===== src/rtl/timer_irq_unit.sv =====
// ---------------------------------------------------------------------------
// timer_irq_unit
//
// Memory-mapped interval timer for the single-cycle MIPS data bus. It holds a
// reload value (TH), an up-counter (TL) and a control/status register (TCON),
// and drives the interrupt request line that the control unit consumes.
//
// Register map (byte addresses, word aligned):
//   BASE_ADDR + 0  : TH   reload value
//   BASE_ADDR + 4  : TL   counter
//   BASE_ADDR + 8  : TCON [0] enable, [1] interrupt enable, [2] status (sticky)
//   BASE_ADDR + 12 : SYSTICK free-running counter, read-only
//                    (present only when SYSTICK_EN is defined)
//
// Optional feature macro: SYSTICK_EN
//
// Parameters:
//   BASE_ADDR  byte address of TH
//   PRESCALE   clock cycles per TL increment (1..65535)
//
// Ports:
//   clk       system clock, all state changes on the rising edge
//   reset     synchronous, active-low reset
//   MemRead   bus read strobe
//   MemWrite  bus write strobe
//   addr      byte address
//   wdata     store data
//   rdata     combinational read data (0 unless MemRead and hit)
//   hit       addr selects a register of this block
//   IRQ       interrupt request = TCON[1] & TCON[2]
// ---------------------------------------------------------------------------
module timer_irq_unit #(
    parameter logic [31:0] BASE_ADDR = 32'h4000_0000,
    parameter int          PRESCALE  = 1
) (
    input  logic        clk,
    input  logic        reset,
    input  logic        MemRead,
    input  logic        MemWrite,
    input  logic [31:0] addr,
    input  logic [31:0] wdata,
    output logic [31:0] rdata,
    output logic        hit,
    output logic        IRQ
);

    localparam logic [15:0] PCNT_LAST = 16'(PRESCALE - 1);

    logic [31:0] th;
    logic [31:0] tl;
    logic [2:0]  tcon;
    logic [15:0] pcnt;

    logic sel_th;
    logic sel_tl;
    logic sel_tcon;
    logic sel_systick;
    logic wr;
    logic tick;
    logic overflow;

    assign sel_th   = (addr == BASE_ADDR);
    assign sel_tl   = (addr == BASE_ADDR + 32'd4);
    assign sel_tcon = (addr == BASE_ADDR + 32'd8);

`ifdef SYSTICK_EN
    logic [31:0] systick;

    assign sel_systick = (addr == BASE_ADDR + 32'd12);

    // Free-running; any write that decodes here is simply dropped.
    always_ff @(posedge clk) begin
        if (!reset) begin
            systick <= 32'd0;
        end else begin
            systick <= systick + 32'd1;
        end
    end
`else
    assign sel_systick = 1'b0;
`endif

    // Outputs read as zero while reset is held low.
    assign hit = reset & (sel_th | sel_tl | sel_tcon | sel_systick);
    assign wr  = MemWrite & hit;

    assign tick     = tcon[0] & (pcnt == PCNT_LAST);
    assign overflow = tick & (tl == 32'hFFFF_FFFF);

    assign IRQ = tcon[1] & tcon[2];

    always_ff @(posedge clk) begin
        if (!reset) begin
            th   <= 32'd0;
            tl   <= 32'd0;
            tcon <= 3'd0;
            pcnt <= 16'd0;
        end else begin
            if (!tcon[0] || pcnt == PCNT_LAST) begin
                pcnt <= 16'd0;
            end else begin
                pcnt <= pcnt + 16'd1;
            end

            // A reload in this same cycle still sees the old TH.
            if (wr && sel_th) begin
                th <= wdata;
            end

            // CPU write to TL beats both increment and reload.
            if (wr && sel_tl) begin
                tl <= wdata;
            end else if (tick) begin
                tl <= (tl == 32'hFFFF_FFFF) ? th : tl + 32'd1;
            end

            // CPU write to TCON wins entirely; a coincident status set is lost.
            if (wr && sel_tcon) begin
                tcon <= wdata[2:0];
            end else if (overflow && tcon[1]) begin
                tcon[2] <= 1'b1;
            end
        end
    end

    // Zero-latency read mux; with a simultaneous write this shows the old value.
    always_comb begin
        rdata = 32'd0;
        if (MemRead && hit) begin
            if (sel_th) begin
                rdata = th;
            end else if (sel_tl) begin
                rdata = tl;
            end else if (sel_tcon) begin
                rdata = {29'd0, tcon};
            end
`ifdef SYSTICK_EN
            else if (sel_systick) begin
                rdata = systick;
            end
`endif
        end
    end

endmodule


===== config.mk =====
export PLATFORM = sky130hd
export DESIGN_NAME = timer_irq_unit
export DESIGN_NICKNAME = d
export VERILOG_FILES = /design/src/rtl/timer_irq_unit.sv
export SDC_FILE = /design/constraint.sdc
export NUM_CORES = 1
export LEC_CHECK = 0
export CORE_ASPECT_RATIO = 1.5
export CORE_UTILIZATION = 55
export CTS_BUF_LIST = sky130_fd_sc_hd__clkbuf_4 sky130_fd_sc_hd__clkbuf_8
export CTS_CLUSTER_DIAMETER = 60
export DETAILED_ROUTE_END_ITERATION = 10
export PLACE_DENSITY_LB_ADDON = 0.25
export SLEW_MARGIN = 20
export SYNTH_ARGS = -nofsm -noshare
export SYNTH_HDL_FRONTEND = slang
export SYNTH_SLANG_ARGS = --single-unit

===== constraint.sdc =====
create_clock -name clk -period 3.8 [get_ports clk]
set_clock_uncertainty 0.15 [all_clocks]
set_input_delay 0.57 -clock clk [delete_from_list [all_inputs] [get_ports clk]]
set_output_delay 0.57 -clock clk [all_outputs]
set_load 0.05 [all_outputs]

# After elaboration in Yosys (flattened, before gate mapping)

Cells that the tools add are included.

Reductions and logical operators: 11
Shifts and indexed selects: 0
Div/mod/pow operators: 0
Add/subtract/negate cells: 2
Order comparisons: 0
Equal/unequal tests: 4
Bitwise gates (word level): 8
$mul: 0
Multiplexer cells: 9

Operator list:

| operator              | count |
|---|---|
| $mux 32               | 6 |
| $eq 32x31->1 const B  | 3 |
| $add 32x1->32 const B | 1 |
| $eq 32x32->1 const B  | 1 |
| $add 16x1->16 const B | 1 |
| $logic_not 16->1      | 1 |
| $and 1x1->1           | 5 |
| $logic_and 1x1->1     | 5 |
| $reduce_bool 2->1     | 2 |
| $mux 3                | 1 |
| $mux 1                | 2 |
| $or 1x1->1            | 2 |
| $reduce_or 2->1       | 1 |
| $logic_not 1->1       | 1 |
| $logic_or 1x1->1      | 1 |
| $not 1->1             | 1 |

Output and inout port bits: 34
Bits in latches: 0
Memory bits (read-only): 0
Bits in registers: 83
Memories: 0
RAM bits: 0
Bits of input ports: 68

# Logic depth before layout (Yosys ltp)

Word-level depth: 7
Gate-level depth with buffers: 9

# Worst setup path before layout

Ideal clock, no wire load.

Path kind: input to output
Start point: in addr[17]
End point: out rdata[0]
Arrival: 2862 ps
Slack: 218 ps
Required time: 3080 ps
Cell stages on the path: 6
Cell sequence: nor4b_1 > and4_1 > nand3_1 > a21oi_1 > nand2_1 > nor2_1

Word-level cells in the longest chain between the ends: 6
Elaborated cells between the ends (all ways): 11
Those cells by class: eq/ne (3); mux (4); bitwise (3); reduce/logical (1)

Ends and longest elaborated chain:

| item                                   | line   | RTL |
|---|---|---|
| start: declaration                     | 40     | `input logic [31:0] addr,` |
| $eq 32x31->1, on equally long branches | 62, 63 |  |
| $or 1x1->1                             | 84     | `assign hit = reset & (sel_th \| sel_tl \| sel_tcon \| sel_systick);` |
| $or 1x1->1 (*)                         | 84     |  |
| $and 1x1->1 (*)                        | 84     |  |
| named net hit                          | 43     | `output logic hit,` |
| $logic_and 1x1->1 (*)                  | 129    | `if (MemRead && hit) begin` |
| $mux 32 (*)                            | 129    |  |
| end: declaration                       | 42     | `output logic [31:0] rdata,` |

Mark *: on every way through the listed nets, which the timed path passes. The rest lies on a longest branch.

# Final worst setup path

Start point: in addr[15]
End point: out rdata[20]

Word-level cells in the longest chain between the ends: 6
Elaborated cells between the ends (all ways): 10
Those cells by class: eq/ne (3); mux (3); bitwise (3); reduce/logical (1)

Ends and longest elaborated chain:

| item                                   | line |
|---|---|
| $eq 32x31->1, on equally long branches | 62, 63 |
| $or 1x1->1 (2 in a row)                | 84 |
| $and 1x1->1                            | 84 |
| $logic_and 1x1->1                      | 129 |
| $mux 32 (*)                            | 129 |

Mark *: on every way between the ends. The rest lies on a longest branch, timed or not.

==> summary.md <==
| Metric | Value |
|---|---|
| DR vias | 5279 |
| # setup viols final | 0 |
| Hold EP | th[7]$_SDFFE_PN0P_ |
| Slew @ Worst Pin | 1.00 ns |
| Maximum vdd drop | roughly 0.21 mV |
| Antenna-violating nets left | 0 |
| PortBufs | 101 |
| Status | finished, final reports clean |
| Die X | about 80 um |
| Layout cells sized above 1 | 10.7% |
| H-tree Lvls | 3 |
| Tmin final | 3.33 ns |
| Grt total ovfl | 0 |
| CP cell instances | clkdlybuf4s50_1 -> nor4_1 -> and4_1 -> and2_1 -> nand4b_1 -> buf_4 -> nor2_1 -> buf_12 |
| DRC viols | 0 |
| Synth top area share | 34.4% |
| Fill cell total of the finished layout | 628 |
| Critical Path End Type | primary output |
| Setup tns final | 0 ns |
| Max_cap viols | 0 |
| Syn Nets | 697 |
| R2R Setup Slk | 0.80 ns |
| YS warnings | 0 |
| Area contributors post-synth | dfxtp_1 (34%), mux2i_1 (8.5%), nand2_1 (7.5%) |
| Hold depth | 2 |
| CTS Sinks | 83 |
| Unique masters post-synth | 58 |
| Initial antenna violation count | 0 |
| Vias per cell | 6.41 |
| Fmax | 300 MHz |
| Drt first pass iters | 6 |
| CP required | around 3.1 ns |
| CTS Buffer Depth | 2 |
| Clk root buf | clkbuf_8 |
| Synth area leader | dfxtp_1 |
| Commonest non-fill, non-tap cell in the layout | nand2_1 |
| Post-synth EDFFs | 0 |
| Total length of routed wires | ~15000 um |
| Post-Syn Instances | 626 |
| Post-synthesis sequential area ratio | 34.4% |
| Post-CTS Hold Fix Bufs | 0 |
| Post-CTS sizing | 0 |
| Chip height | ~120 um |
| Crit-path max cell delay | 0.40 ns |
| Core area | 8460 sq um |
| Post-CTS Setup Repair Bufs | 0 |
| R2R Path End | tl[9]$_SDFFE_PN0P_ |
| Final weighted congestion in routability-driven placement | 0.881 |
| Arr. time, crit path | 2.61 ns |
| Average wire per standard cell | 18.3 um |
| First-pass GRT wire length | 24800 um |
| FFs w/ async S/R, synth | 0% |
| IO Count | 102 |
| Number of global-route vias before repair | a little over 5000 |
| Worst skew pair latency | 0.37 ns |
| Mean post-synth cell area | 7.72 sq um |
| GRT Total Usage | 34.6% |
| Die area | 9180 sq um |
| CP startpoint kind | input port |
| Final-report hold violation count | 0 |
| Critical path type | input port to primary output |
| Worst hold path class | register to register |
| Initial DRC Count | roughly 590 |
| RSZ-0062 raised after global routing | false |
| Site row count | just over 40 |
| Most frequent cells in the layout | nand2_1 (97), dfxtp_1 (83), nor2_1 (70) |
| Max FO, Critical Path | 25 |
| Post-synth top flop | dfxtp_1 |
| HPWL after detailed placement | roughly 10000 um |
| Period utilization | 87.6% |
| Initial Util | 57.1% |
| Layout Utilization | 76.2% |
| Flops & latches, synth | 83 |
| Net count, final | 783 |
| Reg2Reg Depth | 8 |
| Pin count of the biggest net entering global routing | 33 |
| CTS tree | built |
| Synthesized cell area | 4830 sq um |
| Slew headroom | about 33% |
| Antenna Cells | 0 |
| Lkg Pwr | 2.30 nW |
| R2R Path Start | tl[0]$_SDFFE_PN0P_ |
| Worst Hold Launch | th[7]$_SDFFE_PN0P_ |
| Layout area overhead | 33.4% |
| CP max-delay cell | clkdlybuf4s50_1 |
| CTS Buf Count | 9 |
| Max Slew Vio Count | 0 |
| Clk pin slew, worst setup/hold paths | 0.08 ns |
| Pwr/cell area | 277 nW/um^2 |
## state kept, by name (all words and copies together), names as in the netlist
register  count
th           32
tl           32
pcnt         16
tcon          3
## through the flow
step	instances	power, mW	worst slack [ns]	hold slack (ns)	cell area (sq um)
finish	824	1.79	0.470	0.321	6450
global placement	808	1.01	0.546	0.302	6200
floorplan	626	0.920	0.218	0.287	4830
detailed placement	808	1.01	0.466	0.311	6200
CTS	824	1.78	0.457	0.321	6450
global route	824	1.84	0.282	0.345	6450
## critical path: cells and delay by family
family | cells | cell delay, ns
AND/OR/NAND/NOR | 5 | 1.17
buffers and inverters | 3 | 0.84
## cells by family after synthesis
| logic type | after synthesis | synth area share [%] |
|---|---|---|
| multiplexers | 41 | 8.49 |
| AND/OR/NAND/NOR | 272 | 28.6 |
| XOR/XNOR | 21 | 3.80 |
| adder cells (fa/ha/maj) | 3 | 0.776 |
| flip-flops | 83 | 34.4 |
| buffers and inverters | 53 | 4.97 |
| AO/OA/AOI/OAI | 153 | 18.9 |
## where the power goes
| part | switching, mW | internal [mW] |
|---|---|---|
| combinational | 0.0485 | 0.0740 |
| clock | 0.327 | 0.470 |
| sequential | 0.000000000280 | 0.869 |
| total | 0.375 | 1.41 |
## how the worst max path moves through the flow
stage,startpoint,to,cells past startpoint,slack [ns]
3_5_place_dp,addr[15],rdata[20],8,0.47
4_1_cts,addr[15],rdata[20],8,0.46
3_3_place_gp,addr[15],rdata[7],8,0.55
6_report,addr[15],rdata[20],8,0.47
5_1_grt,addr[26],rdata[20],8,0.28
2_1_floorplan,addr[17],rdata[0],6,0.22
## metal layers
metal	up-vias	part of all wire [%]	GRT usage (%)
li1	2417	-	-
met4	0	3.9	20.6
met1	2515	37	39.3
met5	-	0	0
met2	283	52	61.2
met3	64	6.9	5.04
## Yosys cell counts, drive strengths merged, types with 9 or more instances
| library cell | instances |
|---|---|
| nand3 | 23 |
| nand4 | 15 |
| nand2 | 97 |
| dfxtp | 83 |
| and3 | 13 |
| xor2 | 12 |
| a211oi | 9 |
| mux2i | 41 |
| a21oi | 62 |
| nor4 | 18 |
| nor2 | 70 |
| o21ai | 36 |
| inv | 12 |
| and4 | 9 |
| xnor2 | 9 |
| buf | 13 |
| clkbuf | 28 |
## final cells by class
type / instances / area [sq um] / area share, %
Clock buffer: 12 / 153 / 2.37
Clock inverter: 4 / 97.6 / 1.51
Inverter: 12 / 45.0 / 0.699
Multi-Input combinational cell: 490 / 2930 / 45.5
Sequential cell: 83 / 1660 / 25.8
Tap cell: 107 / 134 / 2.08
Timing Repair Buffer: 116 / 1420 / 22.1
No activity file was read; power rests on OpenSTA's default activity.
